### src/rtl/seq_detect_param.sv
// Parameterised serial pattern detector with Moore detect output,
// saturating match counter and sticky hit flag.
module seq_detect_param #(
    parameter int              LEN     = 4,
    parameter logic [LEN-1:0]  PATTERN = 4'b1011,
    parameter int              OVERLAP = 1,
    parameter int              CNT_W   = 8
) (
    input  logic             Clock,
    input  logic             reset,
    input  logic             w,
    input  logic             w_valid,
    input  logic             count_clr,
    output logic             z,
    output logic [CNT_W-1:0] count,
    output logic             hit
);

    localparam int FW = $clog2(LEN + 1);
    localparam logic [FW-1:0] FMAX = FW'(LEN);
    localparam logic [FW-1:0] FARM = FW'(LEN - 1);
    localparam logic [CNT_W-1:0] CMAX = '1;

    typedef enum logic [1:0] {
        FILL,
        ARMED,
        DET
    } state_t;

    state_t           state_q, state_d;
    logic [LEN-1:0]   hist_q, hist_d;
    logic [FW-1:0]    fcnt_q, fcnt_d;
    logic [CNT_W-1:0] count_q, count_d;
    logic             hit_q, hit_d;
    logic [LEN-1:0]   shifted;
    logic             match_now;

    assign shifted   = {hist_q[LEN-2:0], w};
    assign match_now = w_valid && (state_q != FILL)
                     && (shifted == PATTERN);

    always_ff @(posedge Clock or posedge reset) begin
        if (reset) begin
            state_q <= FILL;
            hist_q  <= '0;
            fcnt_q  <= '0;
            count_q <= '0;
            hit_q   <= 1'b0;
        end else begin
            state_q <= state_d;
            hist_q  <= hist_d;
            fcnt_q  <= fcnt_d;
            count_q <= count_d;
            hit_q   <= hit_d;
        end
    end

    always_comb begin
        hist_d  = hist_q;
        fcnt_d  = fcnt_q;
        count_d = count_q;
        hit_d   = hit_q;
        state_d = FILL;

        if (w_valid) begin
            hist_d = shifted;
            if (fcnt_q != FMAX) begin
                fcnt_d = fcnt_q + FW'(1);
            end
        end

        // Non-overlapping mode forces a full fresh pattern after a hit
        if (match_now && (OVERLAP == 0)) begin
            hist_d = '0;
            fcnt_d = '0;
        end

        if (count_clr) begin
            count_d = '0;
            hit_d   = 1'b0;
        end

        if (match_now) begin
            hit_d = 1'b1;
            if (count_clr) begin
                count_d = CNT_W'(1);
            end else if (count_q != CMAX) begin
                count_d = count_q + CNT_W'(1);
            end
        end

        if (match_now) begin
            state_d = DET;
        end else if (fcnt_d >= FARM) begin
            state_d = ARMED;
        end else begin
            state_d = FILL;
        end
    end

    assign z     = (state_q == DET);
    assign count = count_q;
    assign hit   = hit_q;

endmodule
### config.mk
export PLATFORM = sky130hd
export DESIGN_NAME = seq_detect_param
export DESIGN_NICKNAME = d
export VERILOG_FILES = /design/src/rtl/seq_detect_param.sv
export SDC_FILE = /design/constraint.sdc
export NUM_CORES = 1
export LEC_CHECK = 0
export BUFFER_PORTS_ARGS = -buffer_cell sky130_fd_sc_hd__buf_2
export CORE_MARGIN = 1.5
export CORE_UTILIZATION = 30
export DETAILED_ROUTE_END_ITERATION = 10
export GPL_TIMING_DRIVEN = 0
export PLACE_DENSITY = 0.59
export SLEW_MARGIN = 15
export SYNTH_ARGS = -nofsm -noshare
export SYNTH_HDL_FRONTEND = slang
export SYNTH_SLANG_ARGS = --single-unit
export TNS_END_PERCENT = 20
### constraint.sdc
create_clock -name Clock -period 1.6 [get_ports Clock]
set_input_delay 0.4 -clock Clock [delete_from_list [all_inputs] [get_ports Clock]]
set_output_delay 0.4 -clock Clock [all_outputs]
set_load 0.01 [all_outputs]
==> Word level (Yosys, flattened, before mapping) <==
Cells that the tools add are included.
{ "classes": {"magnitude_cmp": 1, "n_mux": 10, "n_reduce_logical": 4, "eq_ne": 4, "addsub": 2} }
{ "ops": {"columns": ["operator", "count"], "rows": [
  ["two-way mux 8 bit", 4],
  ["adder 8 x 1 -> 8 bit (second input constant)", 1],
  ["!= test 8 bit (second input constant)", 1],
  ["two-way mux 3 bit", 2],
  ["== test 4 bit (second input constant)", 1],
  ["nonzero test 2 bit", 2],
  ["adder 3 x 1 -> 3 bit (second input constant)", 1],
  ["greater-or-equal comparator 3 x 2 -> 1 bit (second input constant)", 1],
  ["two-way mux 1 bit", 3],
  ["!= test 3 bit (second input constant)", 1],
  ["== test 2 bit (second input constant)", 1],
  ["logical AND 1 bit", 2],
  ["two-way mux 2 bit", 1]
]} }
{ "totals": {"regBits": 17, "elab_cells": 26} }

==> Longest topological paths before layout <==
Gate-level depths: netlist (run 1).
{ "depth": {"depth_word": 6, "mapped_depth": 7} }

==> Least setup slack after synthesis (run 1) <==
No wires, ideal clock.
{ "synth_path": {"path_kind": "reg2reg", "start": "reg count_q[0] (netlist: count[0])", "end": "reg count_q[5] (netlist: count[5])", "stages_incl_launch_ff": 6, "setup_ns": 0.125, "period_less_slack_ns": 1.651, "required_time_ns": 1.475, "slack_ns": -0.051, "path_buffers": 0, "arrival_time_ns": 1.526, "path_cell_list": "dfrtp_1 ha_1 nand3_1 nor2_1 nor4_1 mux2_2"} }
{ "synth_between": {"elab_chain_cells": 4} }
{ "synth_rtl": {"columns": ["item", "line", "rtl"], "rows": [
  ["from (decl)", "33", "logic [CNT_W-1:0] count_q, count_d;"],
  ["from (signal assigned)", "53", "count_q <= count_d;"],
  ["adder 8 x 1 -> 8 bit or != test 8 bit (tied branches)", "88, 87", null],
  ["two-way mux 8 bit (*)", "87", "end else if (count_q != CMAX) begin"],
  ["two-way mux 8 bit (*)", "85", "if (count_clr) begin"],
  ["two-way mux 8 bit (*)", "83", "if (match_now) begin"],
  ["net count_d[5]", "33", null]
]} }
The timed path passes the listed nets; every way through them passes the cells marked *.
A chain may end at the register's enable or synchronous reset.

==> Final worst setup path (run 1) <==
{ "layout_path": {"start": "reg hist_q[1]", "end": "reg count_q[5] (netlist: count[5])"} }
{ "layout_between": {"elab_chain_cells": 3} }
{ "layout_rtl": {"columns": ["item", "line", "rtl"], "rows": [
  ["from (decl)", "31", "logic [LEN-1:0] hist_q, hist_d;"],
  ["from (signal assigned)", "51", "hist_q <= hist_d;"],
  ["== test 4 bit", "40", "&& (shifted == PATTERN);"],
  ["logical AND 1 bit", "40", null],
  ["two-way mux 8 bit", "83", null],
  ["net count_d[5]", "33", null]
]} }
The timed path passes the listed nets, and every way through them passes these cells.

==> flow_summary.toml, run 1 <==
[status]
status = "finished with violations"
violations = "negative setup slack"

[setup_path]
crit_fanout = 3
critPathBufInv = 0
startpoint_type = "register"
worst_path_max_delay_cell = "dfrtp_1"
critPathTopFamily = "simple AND/OR/NAND/NOR gates"
critPathCaptureType = "register"
crit_required_ps = 1790
critical_path_class = "register to register"
worstPathArrival_ps = 1810
cp_cell_sequence = "nand3b_1 > or2_1 > nor4_2 > mux2_2"
crit_path_max_incr_delay_ps = 400

[synth]
ys_ff_latch = 17
synth_cell_types = 29
yosys_warnings = 0
syn_area_um2 = 855
seq_area_frac_synth = 0.498
syn_inst = 82
synth_nets = 90
avgSynthCellArea_um2 = 10.4
netlist.area_leader.share = 0.498
synth_area_leader_cell = "dfrtp_1"
synthTopCellsByArea = "dfrtp_1 (50%), mux2_2 (6.6%), ha_1 (4.4%)"

[power]
p_leak_nw = 0.449
max-vdd-ir-drop_v = 0.000527
power_density_nw_per_um2 = 1010

[route]
topRoutingLayerUsed = "met4"
wl_met3_um = 69
vias_per_cell = 5.12
routedWlPerCell_um = 13.0
dr.pass1.iters = 4
drt-met1-wl_um = 745
routed_wl_mm = 1.70
drc_errors = 0
drt_iter0_drc = 17
vias = 671
route.met2.wl_um = 854
ant_nets = 0

[timing]
hold_viol = 0
relSlewSlack = 0.572
worstMarginPinSlew_ps = 642
rsz0062_at_grt = "true"
skew_ps = 2.52
max_freq_mhz = 620
fin_crit_sh = 1.01
finalWorstSetupSlack_ps = -13.1
drv_slew = 0
whs_ps = 169
min_period_ps = 1610
setup_viol = 1
totalNegativeSetupSlack_ps = -13.1

[grt]
grt.total_usage = 0.126
gr-total-overflow = 0
grt_max_degree = 18
grt_pass1_vias = 687
grt_pass1_wl_mm = 2.99
antenna_found_initial = 0

[clock_tree]
cts-root-buf = "clkbuf_4"
cts_made_buffers = 3
clockBufferDepth = 2
clk_latency_ps = 300
cts_sinks = 17
cts_tree = "done"
cts-hold-fix-buffers = 0
path_clk_slew_ps = 100
cts.htree.levels = 1

[place]
dp_hpwl_mm = 1.24
gp_congestion = 0.733
portBuffers = 13
pre_cts_ws_ps = -149

[min_path]
hp-class = "input pin to async pin"

[layout]
n_fill_cell = 278
final-seq-area_um2 = 427
area.growth.synth_to_final_pct = 21.7
fin_util = 0.380
multiInputGateArea_um2 = 428
antenna_cells = 0
final_nets = 109
drive_gt1_frac = 0.350

[floorplanning]
coreArea_um2 = 2730
num_rows = 19
io_pins = 15
die_area_um2 = 3180
chipWidth_um = 56.4
die_y_um = 56.4
start_util = 0.313

[run]
cap_violations = 0
flip-flops by register name, summed over array words and instances, names as in the netlist:
name and count:
state_q 2, hist_q 3, fcnt_q 3, count 8
hit 1
repair_timing:
action / 4_1_cts / 5_1_grt
pin swaps: 3 / 1
setup buffers: 1 / 0
resized for setup: 4 / 6
endpoints found under the setup margin: 5 / 7
placed cells by master, fill, tap and decap left out, drive strengths merged, types with 3 or more instances in the layout:
| master | Yosys | routed |
|---|---|---|
| a21oi | 6 | 6 |
| buf | 2 | 16 |
| clkbuf | 1 | 4 |
| dfrtp | 17 | 17 |
| ha | 3 | 3 |
| inv | 7 | 7 |
| mux2 | 5 | 5 |
| nand2 | 4 | 4 |
| nand3 | 3 | 3 |
| nor2 | 5 | 5 |
| nor2b | 4 | 4 |
| nor4 | 3 | 3 |
| o21ai | 3 | 3 |
metrics by stage:
stage	instances	instance area [um^2]	total power, mW
finish	131	1040	1.05
global route	131	1040	1.14
CTS	131	1020	1.03
detailed placement	126	967	0.784
global placement	126	967	0.768
floorplan	82	863	0.728
kinds of logic after synthesis:
group | Yosys count | share of synthesized area
XOR/XNOR | 1 | 0.0103
adder cells (fa/ha/maj) | 3 | 0.0439
multiplexers | 6 | 0.0776
AND/OR/NAND/NOR | 28 | 0.177
buffers and inverters | 10 | 0.0542
AO/OA/AOI/OAI | 17 | 0.139
flip-flops | 17 | 0.498
synthesized netlist by cell type (all sizes together):
cell type and n:
nor3 1, ha 3, nor2b 4, or2 1
dfrtp 17, nand4 2, mux2 5, a211oi 2
nand3b 2, buf 2, o311ai 1, nand3 3
or3 2, or4 1, o31ai 2, nor2 5
nand2 4, a21boi 1, xnor2 1, nor4 3
mux2i 1, inv 7, clkbuf 1, o21ai 3
a31oi 1, a21oi 6, o211ai 1
metal layers:
metal | global-route usage | vias up
met1 | 0.146 | 323
met2 | 0.203 | 13
met5 | 0 | -
met3 | 0.0484 | 5
met4 | 0.0612 | 0
li1 | - | 330
power breakdown:
| part | switching [mW] | internal [mW] |
|---|---|---|
| registers | 0.0509 | 0.498 |
| clock network | 0.143 | 0.0932 |
| logic | 0.131 | 0.129 |
worst reg2reg max path, stage by stage, from the launching register on:
cell      delay (ps)
dfrtp_1          400
nand3b_1         200
or2_1            270
nor4_2           290
mux2_2           360
path summary, 6_finish.rpt:
| kind | to | slack [ps] | depth (start not counted) | startpoint |
|---|---|---|---|---|
| worst min register to register | hist_q[2] | 530 | 1 | hist_q[2] |
| max in group asynchronous | count[0] | 980 | 2 | reset |
| worst max-delay path | count[5] | -10 | 4 | hist_q[1] |
| worst min-delay path | count[3] | 170 | 2 | reset |
| min in group Clock | fcnt_q[2] | 340 | 2 | w_valid |
| worst max register to register | count[5] | -10 | 4 | hist_q[1] |
layout make-up:
type                    instances  area share
multi-input cells              55       0.412
flip-flops and latches         17       0.410
repair buffers                 14      0.0698
well taps                      31      0.0373
inverters                       7      0.0253
clock buffers                   3      0.0217
plain buffers                   3      0.0193
clock inverters                 1     0.00481
Power figures use the tool's default switching activity.
==> inputs of run 2 (changes only) <==
- CORE_ASPECT_RATIO: default -> 1.2
- CORE_UTILIZATION: 30 -> 47
- PLACE_DENSITY: 0.59 -> 0.81
==> flow_summary.toml, run 2 (same netlist as run 1, synthesis figures left out) <==
[status]
status = "completed"

[power]
switchingPower_mw = 0.305
p_int_mw = 0.717
power_density_nw_per_um2 = 937
power.total_mw = 1.02
p_leak_nw = 0.442
p_sw_frac = 0.299
max-vdd-ir-drop_v = 0.000545
p_comb_frac = 0.243
sequentialPowerShare = 0.539
power.share.clock = 0.218

[grt]
antenna_found_initial = 0
gr-total-overflow = 0
grt_pass1_wl_mm = 2.74
grt_pass1_vias = 649
grt.total_usage = 0.171
grt_max_degree = 18

[place]
pre_cts_ws_ps = -116
gp_congestion = 0.795
place_inst = 113
place_area_um2 = 951
portBuffers = 13
dp_hpwl_mm = 1.14

[setup_path]
worstSetupStartpoint = "hist_q[1]"
r2r_cells = 5
crit_required_ps = 1810
crit_end = "count[2]"
critical_path_class = "register to register"
r2r_setup_slack_ps = 50
worstPathArrival_ps = 1770
worstReg2RegStart = "hist_q[1]"
crit_fanout = 10
regToRegEndpoint = "count[2]"
critPathCaptureType = "register"
startpoint_type = "register"

[route]
routed_wl_mm = 1.66
routedWlPerCell_um = 13.9
drc_errors = 0
ant_nets = 0
vias = 697
drt_iter0_drc = 10
dr.pass1.iters = 4
vias_per_cell = 5.86

[layout]
multiInputGateArea_um2 = 483
antenna_cells = 0
drive_gt1_frac = 0.406
instances_no_fill = 119
final-seq-area_um2 = 427
area.growth.synth_to_final_pct = 27.7
largest_reg_flops = 8
final_cell_mix = "dfrtp_1 (16), buf_2 (13), inv_1 (6)"
final_nets = 110
final_area_um2 = 1090
layout_commonest_cell = "dfrtp_1"
n_fill_cell = 131
fin_util = 0.657

[timing]
whs_ps = 172
skew_ps = 5.34
hold_viol = 0
max_freq_mhz = 644
totalNegativeSetupSlack_ps = 0
min_period_ps = 1550
finalWorstSetupSlack_ps = 46.9
drv_slew = 0
worstMarginPinSlew_ps = 615
setup_viol = 0
fin_crit_sh = 0.971
rsz0062_at_grt = "true"
relSlewSlack = 0.589

[floorplanning]
io_pins = 15
coreArea_um2 = 1660
die_area_um2 = 2080
die_y_um = 49.7
num_rows = 16
chipWidth_um = 41.9
start_util = 0.514

[clock_tree]
clk_latency_ps = 290
cts_sinks = 17
cts_made_buffers = 3
clockBufferDepth = 2
cts_tree = "done"
cts-root-buf = "clkbuf_4"
cts-hold-fix-buffers = 0
cts.htree.levels = 1
path_clk_slew_ps = 90

[run]
cap_violations = 0

[min_path]
hp-class = "input pin to async pin"
run 2: cell count changes in the layout (fill, tap and decap cells not counted), sizes merged:
cell / before / now
clkbuf: 4 / 5
buf: 16 / 17
clkinv: 1 / 0
run 2: area by class of cell:
type | count | share of cell area
multi-input combinational | 55 | 0.443
sequential | 17 | 0.391
timing repair buffer | 15 | 0.0734
clock buffer | 4 | 0.0241
buffer | 3 | 0.0241
inverter | 7 | 0.0241
tap | 18 | 0.0206
run 2: repair_timing:
item / 4_1_cts / 5_1_grt
endpoints found under the setup margin: 4 / 7
buffers inserted: 1 / 1
resized for setup: 3 / 18
hold endpoints to repair: 0 / 0
pin swaps: 2 / 5
run 2: worst max-delay path, stage by stage (launching register included):
cell and delay, ps:
dfrtp_1 400, nand3b_1 200, or2_4 300, buf_6 150, or3_1 320, a21oi_2 120
run 2: how the worst min path moves through the flow:
stage                       endpoint  slack (ps)  depth (start not counted)
after floorplan             count[1]         330                          1
after detailed placement         hit         510                          2
final                     state_q[1]         170                          2
after global placement           hit         500                          2
after global routing      state_q[1]         240                          2
after CTS                 state_q[1]         200                          2
run 2: per-layer routing:
layer	track usage	routed length (um)	vias to the layer above
met4	0.0860	31	0
met5	0	0	-
met3	0.0220	46	5
met2	0.271	846	15
met1	0.228	735	341
li1	-	-	336
run 2: power groups by stage:
| stage | Sequential [mW] | Combinational, mW | Clock, mW |
|---|---|---|---|
| finish | 0.551 | 0.249 | 0.222 |
| global route | 0.561 | 0.281 | 0.249 |
| CTS | 0.548 | 0.234 | 0.227 |
| detailed placement | 0.556 | 0.226 | 0 |
| global placement | 0.550 | 0.213 | 0 |
| floorplan | 0.548 | 0.180 | 0 |
==> inputs of run 3 (changes only) <==
- MAX_ROUTING_LAYER: default -> met4
==> flow_summary.toml, run 3 (same netlist as run 1, synthesis figures left out) <==
[floorplanning]
chipWidth_um = 41.9
die_area_um2 = 2080
num_rows = 16
die_y_um = 49.7
start_util = 0.514
io_pins = 15
coreArea_um2 = 1660

[power]
power_density_nw_per_um2 = 935
p_int_mw = 0.717
switchingPower_mw = 0.303
power.share.clock = 0.215
sequentialPowerShare = 0.541
p_sw_frac = 0.297
max-vdd-ir-drop_v = 0.000539
p_comb_frac = 0.244
p_leak_nw = 0.442

[layout]
largest_reg_flops = 8
drive_gt1_frac = 0.406
antenna_cells = 0
final_cell_mix = "dfrtp_1 (16), buf_2 (13), inv_1 (6)"
final_area_um2 = 1090
layout_commonest_cell = "dfrtp_1"
area.growth.synth_to_final_pct = 27.7
final_nets = 110

[timing]
max_freq_mhz = 638
finalWorstSetupSlack_ps = 33.0
drv_slew = 0
rsz0062_at_grt = "true"
skew_ps = 3.41
setup_viol = 0
worstMarginPinSlew_ps = 610
min_period_ps = 1570
relSlewSlack = 0.593
fin_crit_sh = 0.979
hold_viol = 0

[run]
cap_violations = 0

[route]
routed_wl_mm = 1.68
drt_iter0_drc = 12
vias = 704
routedWlPerCell_um = 14.1
vias_per_cell = 5.92
dr.pass1.iters = 4
ant_nets = 0
drc_errors = 0

[grt]
grt_pass1_wl_mm = 2.74
gr-total-overflow = 0
antenna_found_initial = 0
grt.total_usage = 0.176
grt_pass1_vias = 649
grt_max_degree = 18

[setup_path]
startpoint_type = "register"
critPathCaptureType = "register"
crit_path_max_incr_delay_ps = 390
worstPathArrival_ps = 1780
crit_required_ps = 1810
critical_path_class = "register to register"
crit_fanout = 10
cp_cell_sequence = "nand3b_1 > or2_4 > buf_6 > or3_1 > a21oi_2"
worst_path_max_delay_cell = "dfrtp_1"

[status]
status = "completed"

[min_path]
hp-class = "input pin to async pin"

[clock_tree]
clockBufferDepth = 2
cts_tree = "done"
cts-root-buf = "clkbuf_4"
clk_latency_ps = 280
path_clk_slew_ps = 90
cts_sinks = 17
cts.htree.levels = 1
cts_made_buffers = 3
cts-hold-fix-buffers = 0

[place]
place_area_um2 = 951
portBuffers = 13
pre_cts_ws_ps = -116
gp_congestion = 0.807
dp_hpwl_mm = 1.14
run 3: cell counts in the layout (fill, tap and decap cells not counted):
No cell type changed its count.
run 3: through the flow:
step	TNS (ps)	util	hold slack (ps)	instances	power, mW
floorplan	0	-	326	82	0.728
global placement	-132	0.572	499	113	0.764
detailed placement	-136	0.572	510	113	0.782
CTS	-11.4	0.598	199	118	1.01
global route	-47.1	0.657	237	119	1.09
finish	0	0.657	174	119	1.02
run 3: final cells by class:
| type | count | area (um^2) |
|---|---|---|
| timing repair buffer | 15 | 80.1 |
| sequential | 17 | 427 |
| tap | 18 | 22.5 |
| inverter | 7 | 26.3 |
| buffer | 3 | 26.3 |
| clock buffer | 4 | 26.3 |
| fill | 131 | 571 |
| multi-input combinational | 55 | 483 |
run 3: power groups by stage:
stage | clock (mW) | sequential, mW | combinational, mW
floorplan | 0 | 0.548 | 0.180
global placement | 0 | 0.550 | 0.213
detailed placement | 0 | 0.556 | 0.226
CTS | 0.227 | 0.548 | 0.234
global route | 0.249 | 0.561 | 0.282
finish | 0.219 | 0.552 | 0.249
run 3: path summary, 6_finish.rpt:
check	from	end	slack [ps]	depth (start not counted)
worst max register to register	hist_q[1]	count[2]	30	5
max in group asynchronous	reset	count[0]	1000	2
worst min register to register	count[6]	count[6]	530	1
min in group Clock	w_valid	fcnt_q[2]	370	2
worst min-delay path	reset	state_q[1]	170	2
worst max-delay path	hist_q[1]	count[2]	30	5
run 3: metal layers:
layer,vias up,part of all wire,GRT usage,routed length (um)
met1,348,0.45,0.228,754
met5,-,0,-,0
li1,335,-,-,-
met4,0,0.018,0.0860,31
met3,5,0.032,0.0220,54
met2,16,0.50,0.271,839
run 3: worst max-delay path, delay by kind of cell (launching register included):
family	cells	cell delay, ps
AO/OA/AOI/OAI	1	120
AND/OR/NAND/NOR	3	830
flip-flops	1	390
buffers and inverters	1	150
run 3: timing repair:
action	in CTS	in global routing
setup buffers	1	1
resized for setup	3	18
pin swaps	2	5
endpoints found under the setup margin	4	7
